--- src/rtl/alu_exec_stage.sv ---
// alu_exec_stage
//   Execute stage between register-file read and writeback. It accepts RV32I
//   operands and an op selector under a valid/ready handshake. ADD/SUB/SLT/
//   SLTU/XOR/OR/AND finish in one cycle. SLL/SRL/SRA run on an iterative
//   shifter that moves SHIFT_PER_CYCLE bits per cycle. The result stays
//   registered until the writeback side takes it.
//
// Ports
//   clk        in   1   clock, rising edge
//   rst        in   1   asynchronous active-high reset
//   in_valid   in   1   operands/op valid
//   in_ready   out  1   stage can accept this cycle
//   op         in   4   {funct7[5], funct3}
//   in0        in   32  operand A (rs1)
//   in1        in   32  operand B (rs2 or imm); shift amount is in1[4:0]
//   out_valid  out  1   result valid
//   out_ready  in   1   downstream accepts result
//   out        out  32  result
//   illegal    out  1   op code not recognised; qualified by out_valid
//   busy       out  1   high while the iterative shifter is running
//
// Parameter
//   SHIFT_PER_CYCLE  bits shifted per SHIFT cycle; a power of 2 from 1 to 32

module alu_exec_stage #(
  parameter int SHIFT_PER_CYCLE = 1
) (
  input  logic        clk,
  input  logic        rst,
  input  logic        in_valid,
  output logic        in_ready,
  input  logic [3:0]  op,
  input  logic [31:0] in0,
  input  logic [31:0] in1,
  output logic        out_valid,
  input  logic        out_ready,
  output logic [31:0] out,
  output logic        illegal,
  output logic        busy
);

  typedef enum logic {IDLE, SHIFT} state_t;
  typedef enum logic [1:0] {K_SLL, K_SRL, K_SRA} shift_kind_t;

  localparam logic [5:0] STEP = 6'(SHIFT_PER_CYCLE);

  state_t      r_state, w_next_state;
  shift_kind_t r_kind, w_next_kind, w_kind;
  logic [31:0] r_acc, w_next_acc;
  logic [5:0]  r_cnt, w_next_cnt;
  logic [31:0] r_out, w_next_out;
  logic        r_illegal, w_next_illegal;
  logic        r_out_valid, w_next_out_valid;

  logic [31:0] w_alu_res;
  logic        w_alu_ill;
  logic        w_is_shift;
  logic [4:0]  w_shamt;
  logic [5:0]  w_step;
  logic [31:0] w_shifted;
  logic        w_accept;

  assign w_shamt  = in1[4:0];
  assign in_ready = (r_state == IDLE) && (!r_out_valid || out_ready);
  assign w_accept = in_valid && in_ready;

  assign out_valid = r_out_valid;
  assign out       = r_out;
  assign illegal   = r_illegal;
  assign busy      = (r_state == SHIFT);

  // Single-cycle result. For shift ops this is the shamt==0 result (in0).
  // When shamt is nonzero, the value is ignored and the shifter takes over.
  always_comb begin
    w_alu_res  = '0;
    w_alu_ill  = 1'b0;
    w_is_shift = 1'b0;
    w_kind     = K_SLL;
    case (op)
      4'b0000: w_alu_res = in0 + in1;
      4'b1000: w_alu_res = in0 - in1;
      4'b0010: w_alu_res = {31'b0, $signed(in0) < $signed(in1)};
      4'b0011: w_alu_res = {31'b0, in0 < in1};
      4'b0100: w_alu_res = in0 ^ in1;
      4'b0110: w_alu_res = in0 | in1;
      4'b0111: w_alu_res = in0 & in1;
      4'b0001: begin
        w_alu_res  = in0;
        w_is_shift = 1'b1;
        w_kind     = K_SLL;
      end
      4'b0101: begin
        w_alu_res  = in0;
        w_is_shift = 1'b1;
        w_kind     = K_SRL;
      end
      4'b1101: begin
        w_alu_res  = in0;
        w_is_shift = 1'b1;
        w_kind     = K_SRA;
      end
      default: w_alu_ill = 1'b1;
    endcase
  end

  // The final step may be shorter than SHIFT_PER_CYCLE.
  // An arithmetic shift of acc repeats acc[31]. That bit never changes during
  // SRA, so the fill stays the sign bit that acc had on entry.
  always_comb begin
    w_step = (r_cnt < STEP) ? r_cnt : STEP;
    case (r_kind)
      K_SLL:   w_shifted = r_acc << w_step;
      K_SRL:   w_shifted = r_acc >> w_step;
      K_SRA:   w_shifted = $signed(r_acc) >>> w_step;
      default: w_shifted = r_acc;
    endcase
  end

  // Next-state logic. A held result is kept unless it transfers.
  // A new load on the same edge as a transfer keeps out_valid high.
  always_comb begin
    w_next_state     = r_state;
    w_next_kind      = r_kind;
    w_next_acc       = r_acc;
    w_next_cnt       = r_cnt;
    w_next_out       = r_out;
    w_next_illegal   = r_illegal;
    w_next_out_valid = r_out_valid && !out_ready;
    case (r_state)
      IDLE: begin
        if (w_accept) begin
          if (w_is_shift && (w_shamt != 5'd0)) begin
            w_next_state = SHIFT;
            w_next_acc   = in0;
            w_next_cnt   = {1'b0, w_shamt};
            w_next_kind  = w_kind;
          end else begin
            w_next_out       = w_alu_res;
            w_next_illegal   = w_alu_ill;
            w_next_out_valid = 1'b1;
          end
        end
      end
      SHIFT: begin
        w_next_acc = w_shifted;
        w_next_cnt = r_cnt - w_step;
        if (r_cnt == w_step) begin
          w_next_state     = IDLE;
          w_next_out       = w_shifted;
          w_next_illegal   = 1'b0;
          w_next_out_valid = 1'b1;
        end
      end
      default: w_next_state = IDLE;
    endcase
  end

  // Reset discards any in-flight shift and any held result.
  always_ff @(posedge clk or posedge rst) begin
    if (rst) begin
      r_state     <= IDLE;
      r_kind      <= K_SLL;
      r_acc       <= '0;
      r_cnt       <= '0;
      r_out       <= '0;
      r_illegal   <= 1'b0;
      r_out_valid <= 1'b0;
    end else begin
      r_state     <= w_next_state;
      r_kind      <= w_next_kind;
      r_acc       <= w_next_acc;
      r_cnt       <= w_next_cnt;
      r_out       <= w_next_out;
      r_illegal   <= w_next_illegal;
      r_out_valid <= w_next_out_valid;
    end
  end

endmodule
--- config.mk ---
export PLATFORM = sky130hd
export DESIGN_NAME = alu_exec_stage
export DESIGN_NICKNAME = d
export VERILOG_FILES = /design/src/rtl/alu_exec_stage.sv
export SDC_FILE = /design/constraint.sdc
export NUM_CORES = 1
export LEC_CHECK = 0
export ABC_AREA = 0
export CAP_MARGIN = 5
export CELL_PAD_IN_SITES_DETAIL_PLACEMENT = 1
export CELL_PAD_IN_SITES_GLOBAL_PLACEMENT = 1
export CORE_UTILIZATION = 40
export DETAILED_ROUTE_END_ITERATION = 8
export DONT_BUFFER_PORTS = 1
export MAX_ROUTING_LAYER = met4
export PLACE_DENSITY_LB_ADDON = 0.25
export SYNTH_ARGS = -nofsm -noshare
export SYNTH_HDL_FRONTEND = slang
export SYNTH_SLANG_ARGS = --single-unit
--- constraint.sdc ---
create_clock -name clk -period 3.1 [get_ports clk]
set_clock_uncertainty 0.15 [all_clocks]
set_input_delay 0.62 -clock clk [delete_from_list [all_inputs] [get_ports clk]]
set_output_delay 0.62 -clock clk [all_outputs]
set_load 0.05 [all_outputs]
Word level (Yosys, flattened, before mapping)
Cells that the tools add are included.

word-level totals
  flip-flop bits (word level) = 75
  word-level logic and storage cells = 79
  bits of input ports = 72

operators by class
  shifts and indexed selects = 3
  bitwise logic cells = 4
  equality and inequality tests = 16
  reduce and logical (&&, ||, !) cells = 15
  magnitude comparators = 3
  add/sub/neg operators = 3
  mux-type cells = 28

operator list
  operator                                                                      count
  32-bit case mux with 8 select lines                                           1
  32-bit two-way mux                                                            5
  32-bit case mux with 2 select lines                                           2
  32-bit case mux with 3 select lines                                           1
  32-bit less-than comparator                                                   2
  32-bit adder                                                                  1
  32-bit AND                                                                    1
  32-bit bitwise OR                                                             1
  32-bit by 6-bit << shifter with 32-bit output                                 1
  32-bit by 6-bit >> shifter with 32-bit output                                 1
  32-bit by 6-bit >>> shifter with 32-bit output                                1
  32-bit subtractor                                                             1
  32-bit XOR                                                                    1
  6-bit two-way mux                                                             3
  4-bit by 3-bit == test with 1-bit output, second input constant               4
  6-bit case mux with 2 select lines                                            1
  1-bit two-way mux                                                             11
  10-bit OR reduction                                                           1
  4-bit by 2-bit == test with 1-bit output, second input constant               2
  4-bit == test, second input constant                                          2
  6-bit == test                                                                 1
  6-bit by 1-bit less-than comparator with 1-bit output, second input constant  1
  1-bit case mux with 2 select lines                                            3
  3-bit AND reduction                                                           2
  16 further kinds                                                              22

Depth between registers and ports, before layout
Gate-level depths: netlist of the first run.

  word-level depth = 7
  gate-level depth with buffers = 14
  depth with buffers taken out = 14

Worst setup path before layout of the first run
Ideal clock, no wire load.

  kind = input port to flip-flop
  start point = input in0[0]
  end point = register r_out[30] (netlist: out[30])
  slack = -524 ps
  stages = 12
  path buffers = 0
  arrival = 3,346 ps
  library setup time = 128 ps
  data required time = 2,822 ps
  path through = ha_1 -> fa_1 -> a21o_2 -> a2111oi_4 -> a211o_1 -> and4b_1 -> nor3_2 -> a311oi_4 -> o21ai_1 -> a21o_1 -> a2111oi_2 -> o31ai_2

on the way
  longest elaborated chain between the ends = 5
  elaborated cells between the ends (all ways) = 6
  classes of those cells = 2 x add/sub; 4 x mux

ends and longest elaborated chain
  element                                            line    source
  from (decl)                                        33      input logic [31:0] in0,
  32-bit subtractor or 32-bit adder (tied branches)  81, 80
  32-bit case mux with 8 select lines *              79      case (op)
  32-bit two-way mux *                               132     if (w_is_shift && (w_shamt != 5'd0)) begin
  32-bit two-way mux *                               131     if (w_accept) begin
  32-bit case mux with 2 select lines *              129     case (r_state)
  to (signal assigned)                               173     r_out <= w_next_out;
  to (decl)                                          51      logic [31:0] r_out, w_next_out;

Every way passes the cells marked *; elsewhere a longest branch is shown, timed or not. The select of a mux whose other input is x is not followed.
A chain may end at the register's enable or synchronous reset.

Final worst setup path of the first run
  start point = input in0[0]
  end point = register r_out[28] (netlist: out[28])

Same word-level chain as after synthesis.

==> flow_summary.yaml, run 1 <==
logic_synthesis:
  syn-num-nets: 1381
  netlist_area_mm2: 0.00906
  ys_ff_latch: 75
  synth_edf_count: 0
  avgSynthCellArea_um2: 7.54
  netlist_instances: 1202
  yosys_most_used_dff: "dfrtp_1"
  synthArstFlopShare_pct: 100
  yosysUniqueCellTypes: 94
  ys_seq_area_share_pct: 20.7
  ys_warn_count: 0
route:
  wire_per_inst_um: 24.2
  wl_um: 39800
  vias: 10500
  viasPerCell: 6.41
  drtPass1Iterations: 9
  drcViolationCount: 4
  drt_iter0_drc: 751
  final_antenna_net_count: 0
global_route:
  grt_pass1_wl_um: 61700
  track_usage_pct: 34.7
  grt_pass1_vias: 10900
  grt_antenna_before_repair: 0
  grt_overflow_total: 0
  grt_max_degree: 36
pwr:
  power_density_mw_per_mm2: 664
  power_mw: 7.83
  p_switching_mw: 4.05
  power_frac_clock_pct: 14.5
  ir_drop_mv: 0.403
  swShare_pct: 51.7
  p_int_mw: 3.78
  leakage_nw: 5.20
  seqPwrFrac_pct: 34.3
  power_frac_comb_pct: 51.2
placed_design:
  place_congestion: 0.964
  post-dp-hpwl_um: 29700
  pre_cts_ws_ns: -0.620
  portBuffers: 0
  dpl_cell_area_mm2: 0.0108
critical_path:
  r2r_end: "out[24]$_DFFE_PP0P_"
  reg2reg_depth: 10
  startpoint: "in0[0]"
  endpoint_kind: "flop"
  required_ns: 3.19
  critPathKind: "primary input to flop"
  cp-start-kind: "primary input"
  reg2reg_slack_ns: 0.25
  arrival_ns: 3.37
  cp_max_fo: 3
  worstReg2RegStart: "r_cnt[4]$_DFFE_PP0P_"
  endpoint: "out[28]$_DFFE_PP0P_"
clocking:
  numClockSinks: 75
  tritoncts: "yes"
  clk_pin_slew_ns: 0.07
  clkLatencyLatePin_ns: 0.35
  clock_path_buffers: 2
  cts_buffers: 9
  clock-root-buffer: "clkbuf_16"
  h-tree-depth: 3
sta:
  hold_violations: 0
  slew_viol_final: 0
  relSlewSlack_pct: 54.7
  setup_ws_ns: -0.178
  fin_setup_tns_ns: -0.601
  fmax_mhz: 305
  finalCritPeriodShare_pct: 106
  worst_slew_pin_slew_ns: 0.679
  finalSetupViolCount: 6
  period_needed_ns: 3.28
  rsz0062_at_grt: "yes"
min_path:
  hp-class: "primary input to async pin"
layout:
  postLayoutCellArea_mm2: 0.0118
  fill_cells: 2688
  nets: 1538
  drive_above_1_share_pct: 27.5
  multiInputGateArea_mm2: 0.00702
  n_antenna_cell: 0
  regArea_mm2: 0.00188
  area_growth_syn_to_layout_pct: 30.2
die:
  start_util_pct: 41.2
  coreArea_mm2: 0.0220
  die_width_um: 153
  num_io_pins: 108
  rows: 54
  die_h_um: 153
  design.die.area_mm2: 0.0233
run:
  maxCapViolations: 0
run_status:
  status: "complete, but fails checks"
  violations: "DRC, setup timing"
cell usage in the layout, fill, tap and decap left out, types with 9 or more instances in the layout:
cell type,n
a21o_1,10
a21oi_1,102
a21oi_2,17
a222oi_1,10
a22oi_1,18
a31oi_1,18
buf_4,216
buf_6,12
clkbuf_16,9
dfrtp_1,74
ha_1,85
ha_4,20
inv_1,91
inv_2,11
nand2_1,60
nand3_1,19
nor2_1,124
nor3_1,44
o211ai_1,11
o21a_1,10
o21ai_0,75
o21ai_1,13
o21bai_1,13
o221ai_1,15
o22a_1,23
o22ai_1,37
o31ai_1,9
xnor2_1,13
synth_stat cells, types with 18 or more instances:
| master | instances | share of area, % |
|---|---|---|
| a31oi_1 | 18 | 1.2 |
| inv_1 | 106 | 4.4 |
| o22a_1 | 23 | 2.2 |
| nand3_1 | 19 | 1.0 |
| nor3_1 | 45 | 2.5 |
| a21oi_1 | 122 | 6.7 |
| ha_1 | 105 | 14 |
| clkbuf_1 | 50 | 2.1 |
| nand2_1 | 61 | 2.5 |
| a22oi_1 | 18 | 1.5 |
| o21ai_0 | 83 | 4.6 |
| dfrtp_1 | 75 | 21 |
| nor2_1 | 127 | 5.3 |
| o22ai_1 | 37 | 2.6 |
layout make-up:
class                      count  share of cell area, %
multi-input combinational    934                   59.4
timing repair buffer         231                   15.4
inverter                     108                   3.67
tap                          280                   2.97
clock inverter                 6                  0.604
sequential                    75                   15.9
clock buffer                  10                   2.02
registers in the layout, summed over array words and instances (netlist names):
signal and cells:
busy 1, illegal 1, out 32, out_valid 1, r_acc 32, r_cnt 6, r_kind 2
worst min path at each step:
stage | slack (ns) | endpoint | cells after the start | from
floorplan | 0.34 | r_cnt[5]$_DFFE_PP0P_ | 2 | r_cnt[5]$_DFFE_PP0P_
global placement | 0.35 | r_cnt[5]$_DFFE_PP0P_ | 2 | r_cnt[5]$_DFFE_PP0P_
detailed placement | 0.38 | r_acc[13]$_DFFE_PP0P_ | 1 | r_acc[13]$_DFFE_PP0P_
CTS | 0.1 | out[25]$_DFFE_PP0P_ | 1 | rst
global route | 0.12 | out[27]$_DFFE_PP0P_ | 1 | rst
finish | 0.07 | out[25]$_DFFE_PP0P_ | 1 | rst
through the flow:
step / instances / utilization [%] / hold slack [ns]
global placement: 1599 / 49.0 / 0.354
floorplan: 1202 / - / 0.342
finish: 1644 / 53.6 / 0.0682
global route: 1644 / 53.6 / 0.125
CTS: 1630 / 51.7 / 0.0977
detailed placement: 1599 / 49.0 / 0.381
power by group through the flow:
stage / Clock (mW) / Sequential [mW] / Combinational, mW
after floorplan: 0 / 2.51 / 2.54
after global placement: 0 / 2.67 / 3.61
after detailed placement: 0 / 2.69 / 3.72
after CTS: 1.14 / 2.68 / 3.82
after global routing: 1.18 / 2.75 / 4.36
final: 1.13 / 2.69 / 4.01
worst max-delay path, stage by stage:
cell and delay, ns:
inv_2 0.06, ha_4 0.13, inv_1 0.06, fa_2 0.39, nor2b_4 0.15, o21ai_4 0.20, a21oi_4 0.09, a311oi_4 0.37
o211a_1 0.27, buf_6 0.12, o21ai_4 0.07, a311oi_2 0.33, o221ai_1 0.21, a211oi_2 0.25, nor2_1 0.06
kinds of logic (layout without fill, tap and decap cells):
family                     after synthesis  count (layout)  share of synthesized area, %
muxes                                    4               4                         0.455
adders and majority gates              107             107                          14.9
xor gates and xnor gates                18              18                          1.74
and+or+nand+nor                        319             319                          16.4
buffers and inverters                  193             355                          9.07
DFF                                     75              75                          20.7
AOI/OAI and AO/OA                      486             486                          36.7
per-layer routing:
metal | part of all wire, % | vias to the layer above | global-route usage (%)
li1 | - | 4750 | -
met1 | 43 | 5316 | 44.0
met2 | 48 | 392 | 56.3
met3 | 6.4 | 78 | 5.01
met4 | 2.9 | 0 | 12.3
met5 | 0 | - | -
repair_timing:
| item | 4_1_cts | 5_1_grt |
|---|---|---|
| hold buffers | 0 | 0 |
| setup endpoints to repair | 13 | 16 |
| resized for setup | 37 | 63 |
| buffers inserted | 16 | 16 |
| pin swaps | 31 | 47 |
| cloned | 0 | 0 |
No activity file was read; power rests on OpenSTA's default activity.
==> run 2: changes to the inputs <==
--- a/config.mk
+++ b/config.mk
@@ -5,7 +5,7 @@
 export SDC_FILE = /design/constraint.sdc
 export NUM_CORES = 1
 export LEC_CHECK = 0
-export ABC_AREA = 0
+export ABC_AREA = 1
 export CAP_MARGIN = 5
 export CELL_PAD_IN_SITES_DETAIL_PLACEMENT = 1
 export CELL_PAD_IN_SITES_GLOBAL_PLACEMENT = 1
==> run 2 against run 1 <==
Compared with the run above:
- the flow finishes with violations (DRC, hold timing)
- fmax increased by 18%
- final cell count is 32% higher
- wire length is 20% higher
- count of clock-buffer cells in the layout rose by 2
- non-clock buffer count down 172
- hold slack got worse by 0.080 ns
- first-iteration DRC count increased by 12%
- setup slack improved by 0.50 ns
- final area down 1.1%
- total power up 2.1%
- clock power rose by 11%
- register-to-register slack better by 0.07 ns
- highest routed layer unchanged
==> flow_summary.yaml, run 2 <==
placed_design:
  post-dp-hpwl_um: 38600
  portBuffers: 0
  dpl_cell_area_mm2: 0.0113
  place_congestion: 1.02
critical_path:
  required_ns: 3.22
  cp_max_fo: 26
  cp-start-kind: "flop"
  reg2reg_slack_ns: 0.32
  critPathKind: "flop to flop"
  arrival_ns: 2.90
  endpoint_kind: "flop"
pwr:
  leakage_nw: 6.40
  ir_drop_mv: 0.454
  power_density_mw_per_mm2: 685
die:
  start_util_pct: 41.1
  coreArea_mm2: 0.0264
  rows: 59
  die_h_um: 167
  die_width_um: 167
  num_io_pins: 108
  design.die.area_mm2: 0.0278
layout:
  regArea_mm2: 0.00188
  final_common_cell: "nand2_1"
  postLayoutCellArea_mm2: 0.0117
  drive_above_1_share_pct: 6.92
  fill_cells: 3665
  nets: 2009
  multiInputGateArea_mm2: 0.00726
  final_cell_mix: "524 x nand2_1, 339 x inv_1, 145 x nand3_1"
  fin_util_pct: 44.3
  n_antenna_cell: 0
  area_growth_syn_to_layout_pct: 7.76
sta:
  hold_violations: 18
  period_needed_ns: 2.78
  finalCritPeriodShare_pct: 89.7
  worst_slew_pin_slew_ns: 0.751
  rsz0062_at_grt: "no"
  slew_viol_final: 0
  relSlewSlack_pct: 49.9
  fmax_mhz: 360
  fin_hold_ws_ns: -0.0118
  finalSetupViolCount: 0
  fin_setup_tns_ns: 0
logic_synthesis:
  netlist_area_mm2: 0.0108
  netlist_instances: 1831
  synth_most_common_cell: "nand2_1"
  avgSynthCellArea_um2: 5.92
  synthTopCellsByArea: "nand2_1 18%, dfrtp_1 17%, ha_1 12%"
  ys_warn_count: 0
  yosysUniqueCellTypes: 61
  yosys.area.top_type_share_pct: 18.1
  synthArstFlopShare_pct: 100
  ys_seq_area_share_pct: 17.3
  syn-num-nets: 2010
  ys_ff_latch: 75
  synth_edf_count: 0
  yosys_most_used_dff: "dfrtp_1"
  yosys-top-cells-count: "524 x nand2_1, 340 x inv_1, 145 x nand3_1"
  yosys.area.top_type: "nand2_1"
clocking:
  cts_hold_buffers: 0
  tritoncts: "yes"
  clkLatencyLatePin_ns: 0.34
  cts_buffers: 9
  clock_path_buffers: 2
  clock-root-buffer: "clkbuf_16"
  ctsResizeCount: 0
  numClockSinks: 75
  h-tree-depth: 3
  clk_pin_slew_ns: 0.06
  post_cts_buffers: 0
run_status:
  status: "complete, but fails checks"
  violations: "DRC, hold timing"
run:
  maxCapViolations: 0
route:
  drcViolationCount: 10
  dr_wl_met3_um: 3190
  drt_iter0_drc: 841
  wire_per_inst_um: 22.0
  viasPerCell: 5.71
  final_antenna_net_count: 0
  wl_um: 47700
  top_layer_used: "met4"
  drtPass1Iterations: 7
  drt-met1-wl_um: 20100
  vias: 12400
  wl_met2_um: 20800
global_route:
  grt_pass1_vias: 12800
  track_usage_pct: 35.6
  grt_pass1_wl_um: 73600
  grt_overflow_total: 0
  grt_antenna_before_repair: 0
  grt_max_degree: 55
min_path:
  hp-class: "primary input to async pin"
run 2: cell families after synthesis:
family	Yosys count	synth area share [%]
and+or+nand+nor	888	34.6
DFF	75	17.3
xor gates and xnor gates	5	0.404
buffers and inverters	422	15.7
adders and majority gates	107	12.5
AOI/OAI and AO/OA	334	19.5
run 2: final timing paths:
path | startpoint | end | depth (start not counted)
setup / recovery | r_cnt[2]$_DFFE_PP0P_ | out[26]$_DFFE_PP0P_ | 10
hold / removal | rst | r_cnt[3]$_DFFE_PP0P_ | 1
setup reg to reg | r_cnt[2]$_DFFE_PP0P_ | out[26]$_DFFE_PP0P_ | 10
hold reg to reg | r_acc[22]$_DFFE_PP0P_ | r_acc[22]$_DFFE_PP0P_ | 2
max in group asynchronous | rst | r_acc[11]$_DFFE_PP0P_ | 2
min in group clk | out_ready | out_valid$_DFF_PP0_ | 1
run 2: metrics by stage:
stage	total power, mW	hold WS (ns)	cells	worst slack, ns
finish	8.00	-0.0118	2170	0.320
global route	8.54	0.0105	2170	0.171
detailed placement	6.67	0.332	2154	0.0594
floorplan	5.46	0.309	1831	0.365
global placement	6.55	0.326	2154	0.0715
CTS	7.95	0.00108	2170	0.331
run 2: cell type report:
| type | count | area share (%) |
|---|---|---|
| clock inverters | 4 | 0.836 |
| inverters | 351 | 11.3 |
| clock buffers | 12 | 2.11 |
| well taps | 335 | 3.59 |
| multi-input cells | 1334 | 62.2 |
| flip-flops and latches | 75 | 16.1 |
| repair buffers | 59 | 3.90 |
run 2: worst max-delay path, cell delays in order, from the launching register on:
cell      delay [ns]
dfrtp_1         0.43
nor2_4          0.22
nand4_4         0.27
nand2_1         0.21
ha_1            0.16
inv_1           0.04
o21ai_1         0.28
nand2_2         0.11
inv_2           0.45
or2_2           0.20
a21boi_1        0.17
run 2: layer usage:
| metal | vias to the layer above | GRT usage, % |
|---|---|---|
| met5 | - | - |
| met4 | 0 | 23.1 |
| met2 | 477 | 55.3 |
| met1 | 5901 | 43.1 |
| met3 | 138 | 5.32 |
| li1 | 5874 | - |
run 2: power by group:
group	switching (mW)	internal (mW)	leakage, nW
Clock	0.441	0.810	0.163
Combinational	2.76	1.38	5.34
Sequential	1.16	1.45	0.902
Total	4.36	3.64	6.40
==> edit 1: new RTL, settings of run 1 <==
Remove the case item `K_SRA` of the case on `r_kind`.
--- a/src/rtl/alu_exec_stage.sv
+++ b/src/rtl/alu_exec_stage.sv
@@ -111,7 +111,6 @@
     case (r_kind)
       K_SLL:   w_shifted = r_acc << w_step;
       K_SRL:   w_shifted = r_acc >> w_step;
-      K_SRA:   w_shifted = $signed(r_acc) >>> w_step;
       default: w_shifted = r_acc;
     endcase
   end
Function: changed (a bounded check fails within 4 cycles, from zero or initial values and one cycle with rst high).
==> edit 1 against run 1 <==
  * The run ends with setup timing left
  * Design area fell by 5.2%
  * Setup slack improved by 0.13 ns
  * Power fell by 5.5%
  * Sequential power rose by 3%
  * Sequential cell count did not move
  * Combinational power fell by 14%
  * Area after synthesis fell by 1.4%
  * Wire length fell by 7.2%
  * Largest power group unchanged
  * Highest routed layer unchanged
==> edit 1: results (changes against run 1) <==
Pwr:
- The design internal power was 0.00361 W (-4.5%).
- The maximum VDD drop is 0.000301 V (-25%).
- The leakage component of the power is 4.99 nW (-3.9%).

Placement:
- The HPWL reported at the end of detailed placement is 28,000 microns (-5.9%).

Status:
- The flow ran to the end, but the final reports show violations.
- The checks that failed: setup timing.

Drt:
- The number of DRC violations after detailed-routing iteration 0 came to 671 (-11%).
- The average wire length per cell after detail routing is 23.2 microns (-4.3%).

CTS:
- The clock latency of the later-clocked register in the worst-skew pair is 0.33 ns (-0.02 ns).

Timing:
- The final setup slack of the worst path was -0.0474 ns (+0.130 ns).
- The setup TNS is -0.0637 ns (+0.538 ns).
- The actual slew at the worst max-slew pin is 0.728 ns (+0.0493 ns).
- The count of endpoints failing setup in the final report is 2 (-4).

GRT:
- The via count of the first global-routing pass is 9,699 (-11%).
- The wire length of the first global-routing pass is 55,600 microns (-10%).
- The maximum number of pins on one net before global-route repair is 64 (+78%).
- The combined global-route utilization of all metal layers is 0.330 (-0.0172).

Logic synthesis:
- The fraction of the yosys area taken by sequential cells is 0.210 (+0.00304).
- The gate count of the mapped netlist is 1,188 (-1.2%).
- After synthesis, the most frequently instantiated cells are sky130_fd_sc_hd__a21oi_1 (124), sky130_fd_sc_hd__nor2_1 (122), sky130_fd_sc_hd__ha_1 (105).
- The post-synth net total is 1,367 (-1.0%).

Worst setup path:
- The origin of the critical flop-to-flop path is r_cnt[2]$_DFFE_PP0P_.
- The master of the slowest instance on the critical path is sky130_fd_sc_hd__a221o_2.

Cells and area:
- The number of standard cells in the final layout excluding fillers is 1,595 (-3.0%).
- The layout net count is 1,489 (-3.2%).
- The layout filler cell count is 2,694 (+0.22%).
- The share of final-layout standard cells stronger than drive strength 1 came to 0.234 (-0.0407).
-- edit 1: area by class of cell --
cell class / instances / share of cell area
Clock buffer: 12 / 0.0229
Inverter: 103 / 0.0360
Tap cell: 280 / 0.0313
Timing Repair Buffer: 195 / 0.139
Multi-Input combinational cell: 926 / 0.596
Clock inverter: 4 / 0.00649
Sequential cell: 75 / 0.168
-- edit 1: worst register-to-register path, delay by kind of cell (launching register included) --
family / cells / cell delay, ns
compound gates: 2 / 0.34
simple gates: 6 / 1.34
fa+ha+maj: 1 / 0.14
buf+inv: 1 / 0.37
flops: 1 / 0.42
-- edit 1: power groups by stage --
| stage | registers [W] | clock network [W] | logic, W |
|---|---|---|---|
| after detailed placement | 0.00277 | 0 | 0.00325 |
| final | 0.00277 | 0.00118 | 0.00345 |
| after global placement | 0.00276 | 0 | 0.00314 |
| after CTS | 0.00275 | 0.00119 | 0.00330 |
| after floorplan | 0.00255 | 0 | 0.00226 |
| after global routing | 0.00282 | 0.00122 | 0.00378 |
-- edit 1: cells by family after synthesis --
group | after synthesis | share of synthesized area
multiplexers | 38 | 0.0429
adder cells (fa/ha/maj) | 107 | 0.152
flip-flops | 75 | 0.210
AO/OA/AOI/OAI | 449 | 0.330
AND/OR/NAND/NOR | 316 | 0.155
XOR/XNOR | 16 | 0.0157
buffers and inverters | 187 | 0.0951
-- edit 1: per-stage QoR --
step	util	hold slack (ns)	setup slack, ns
2_1_floorplan	-	0.342	0.00495
5_1_grt	0.511	0.166	-0.114
3_5_place_dp	0.471	0.382	-0.659
4_1_cts	0.492	0.136	-0.0550
3_3_place_gp	0.471	0.383	-0.555
6_report	0.511	0.112	-0.0474
-- edit 1: layer usage --
metal	track usage	routed length (microns)
met2	0.513	16900
met1	0.442	16800
met5	-	0
met4	0.0855	809
met3	0.0518	2480
==> edit 2: new RTL, flow settings as in run 1 <==
Without the edit above. Encoding of `shift_kind_t`: now one-hot (3 bits for 3 values).
--- a/src/rtl/alu_exec_stage.sv
+++ b/src/rtl/alu_exec_stage.sv
@@ -40,7 +40,7 @@
 );
 
   typedef enum logic {IDLE, SHIFT} state_t;
-  typedef enum logic [1:0] {K_SLL, K_SRL, K_SRA} shift_kind_t;
+  typedef enum logic [2:0] {K_SLL = 3'b001, K_SRL = 3'b010, K_SRA = 3'b100} shift_kind_t;
 
   localparam logic [5:0] STEP = 6'(SHIFT_PER_CYCLE);
 
Behaviour: no difference found for any inputs over 4 cycles, from zero or initial values and one cycle with rst high; so few cycles prove little.
==> edit 2 against run 1 <==
  * The run ends with setup timing left
  * Sequential cell count is 1 higher
  * Setup slack better by 0.17 ns
  * Area after synthesis is 3.0% higher
  * Synthesized cell count up 5.2%
  * Wire length rose by 2.3%
  * Power rose by 4.4%
  * Design area down 1.6%
  * Critical path depth is 3 lower
==> edit 2: results (changes against run 1) <==
Logic synthesis:
- Ranked by instance count, the synthesized netlist is headed by sky130_fd_sc_hd__nand2_1 (127), sky130_fd_sc_hd__nor2_1 (119), sky130_fd_sc_hd__a21oi_1 (108).
- The fraction of the yosys area taken by sequential cells is 0.204 (-0.00321).
- The complex-gate fraction of the synthesized area is 0.340 (-0.0263).
- Yosys attributes the largest share of cell area to sky130_fd_sc_hd__dfrtp_1 (20%), sky130_fd_sc_hd__ha_1 (14%), sky130_fd_sc_hd__a21oi_1 (5.8%).
- The share of the synthesized netlist area taken by xor and xnor gates was 0.0169 (-0.000506).
- The mean cell area of the mapped netlist is 7.39 sq um (-2.1%).
- The number of unique standard cell types used by synthesis is 81 (-14%).
- The multiplexer fraction of the synthesized cell area is 0.0205 (+0.0159).
- The post-synth net total came to 1,443 (+4.5%).
- The arithmetic-cell share of the synthesized area counting full adders, half adders and majority gates was 0.145 (-0.00434).

Status:
- The checks that failed: setup timing.
- The run finished, with violations left.

CTS:
- The number of buffers between clock root and the deepest sink is 2 (unchanged).
- The total CTS buffers is 9 (unchanged).

Worst setup path:
- The setup slack on the worst flop-to-flop path is 0.29 ns (+0.04 ns).
- The origin of the critical flop-to-flop path is r_cnt[2]$_DFFE_PP0P_.
- The largest fanout on the critical path was 5 (+2).
- Tracing the worst setup path back leads to its startpoint at in1[4].

Placement:
- The cell count after placement is 1,680 (+5.1%).
- The HPWL reported at the end of detailed placement is 31,200 microns (+4.8%).
- The weighted congestion reported at the end of routability-driven placement came to 0.979 (+1.6%).

Timing:
- The final setup slack of the worst path came to -0.00332 ns (+0.174 ns).
- The count of endpoints failing setup in the final report was 1 (-5).
- The actual slew at the worst max-slew pin was 0.881 ns (+0.203 ns).

Cells and area:
- The layout net count is 1,562 (+1.6%).
- The share of final-layout standard cells stronger than drive strength 1 was 0.223 (-0.0523).

Drt:
- The via density per instance is 6.28 (-2.0%).
- The number of DRC violations after detailed-routing iteration 0 is 1,031 (+37%).

Pwr:
- The maximum VDD drop is 0.000525 V (+30%).
- The leakage component of the power was 5.27 nW (+1.4%).

GRT:
- The number of antenna violations at the first check in global routing was 2 (+2).
edit 2: worst paths after layout:
kind / to / cells after the start
max: out[17]$_DFFE_PP0P_ / 12
max reg2reg: out[30]$_DFFE_PP0P_ / 10
max in group asynchronous: r_acc[21]$_DFFE_PP0P_ / 2
min: r_acc[26]$_DFFE_PP0P_ / 1
min in group clk: r_kind[0]$_DFFE_PP1P_ / 1
min reg2reg: r_kind[0]$_DFFE_PP1P_ / 2
edit 2: area by class of cell:
type | instances | area, sq um
multi-input cells | 994 | 7080
inverters | 106 | 412
fillers | 2855 | 11200
clock inverters | 6 | 68.8
flip-flops and latches | 76 | 1910
repair buffers | 196 | 1510
clock buffers | 10 | 239
well taps | 313 | 392
diodes | 1 | 2.50
edit 2: layer usage:
| metal | vias up | part of all wire | wire, microns | track usage |
|---|---|---|---|---|
| met5 | - | 0 | 0 | - |
| met4 | 0 | 0.025 | 1000 | 0.107 |
| met3 | 72 | 0.087 | 3560 | 0.0675 |
| met2 | 461 | 0.44 | 18000 | 0.523 |
| met1 | 5361 | 0.45 | 18200 | 0.475 |
| li1 | 4792 | - | - | - |
edit 2: critical path: cells and delay by family:
| kind | cells | cell delay (ns) |
|---|---|---|
| and+or+nand+nor | 2 | 0.46 |
| AOI/OAI and AO/OA | 8 | 1.79 |
| buffers and inverters | 1 | 0.09 |
| adders and majority gates | 1 | 0.23 |
edit 2: logic make-up (layout without fill, tap and decap cells):
logic type | count (synthesis) | in the layout
other cells | 0 | 1
compound gates | 466 | 466
fa+ha+maj | 107 | 107
buf+inv | 194 | 318
xor+xnor | 18 | 18
flops | 76 | 76
mux | 19 | 19
simple gates | 384 | 384
edit 2: through the flow:
step           hold slack [ns]  worst slack [ns]   TNS, ns
2_1_floorplan            0.324            -0.187    -0.329
3_3_place_gp             0.344            -0.435     -6.89
3_5_place_dp             0.387            -0.540     -7.83
4_1_cts                  0.118           -0.0270   -0.0270
5_1_grt                  0.146           -0.0856    -0.413
6_report                0.0941          -0.00332  -0.00332
edit 2: power groups by stage:
stage / Clock [W] / Combinational, W / Sequential, W
final: 0.00114 / 0.00429 / 0.00275
after global routing: 0.00118 / 0.00468 / 0.00279
after CTS: 0.00114 / 0.00412 / 0.00273
after detailed placement: 0 / 0.00404 / 0.00274
after global placement: 0 / 0.00389 / 0.00272
after floorplan: 0 / 0.00275 / 0.00252
edit 2: repair_timing:
item / in CTS / in global routing
setup buffers: 5 / 1
endpoints found under the hold margin: 0 / 0
pin swaps: 9 / 22
setup endpoints to repair: 9 / 23
resized for setup: 14 / 39
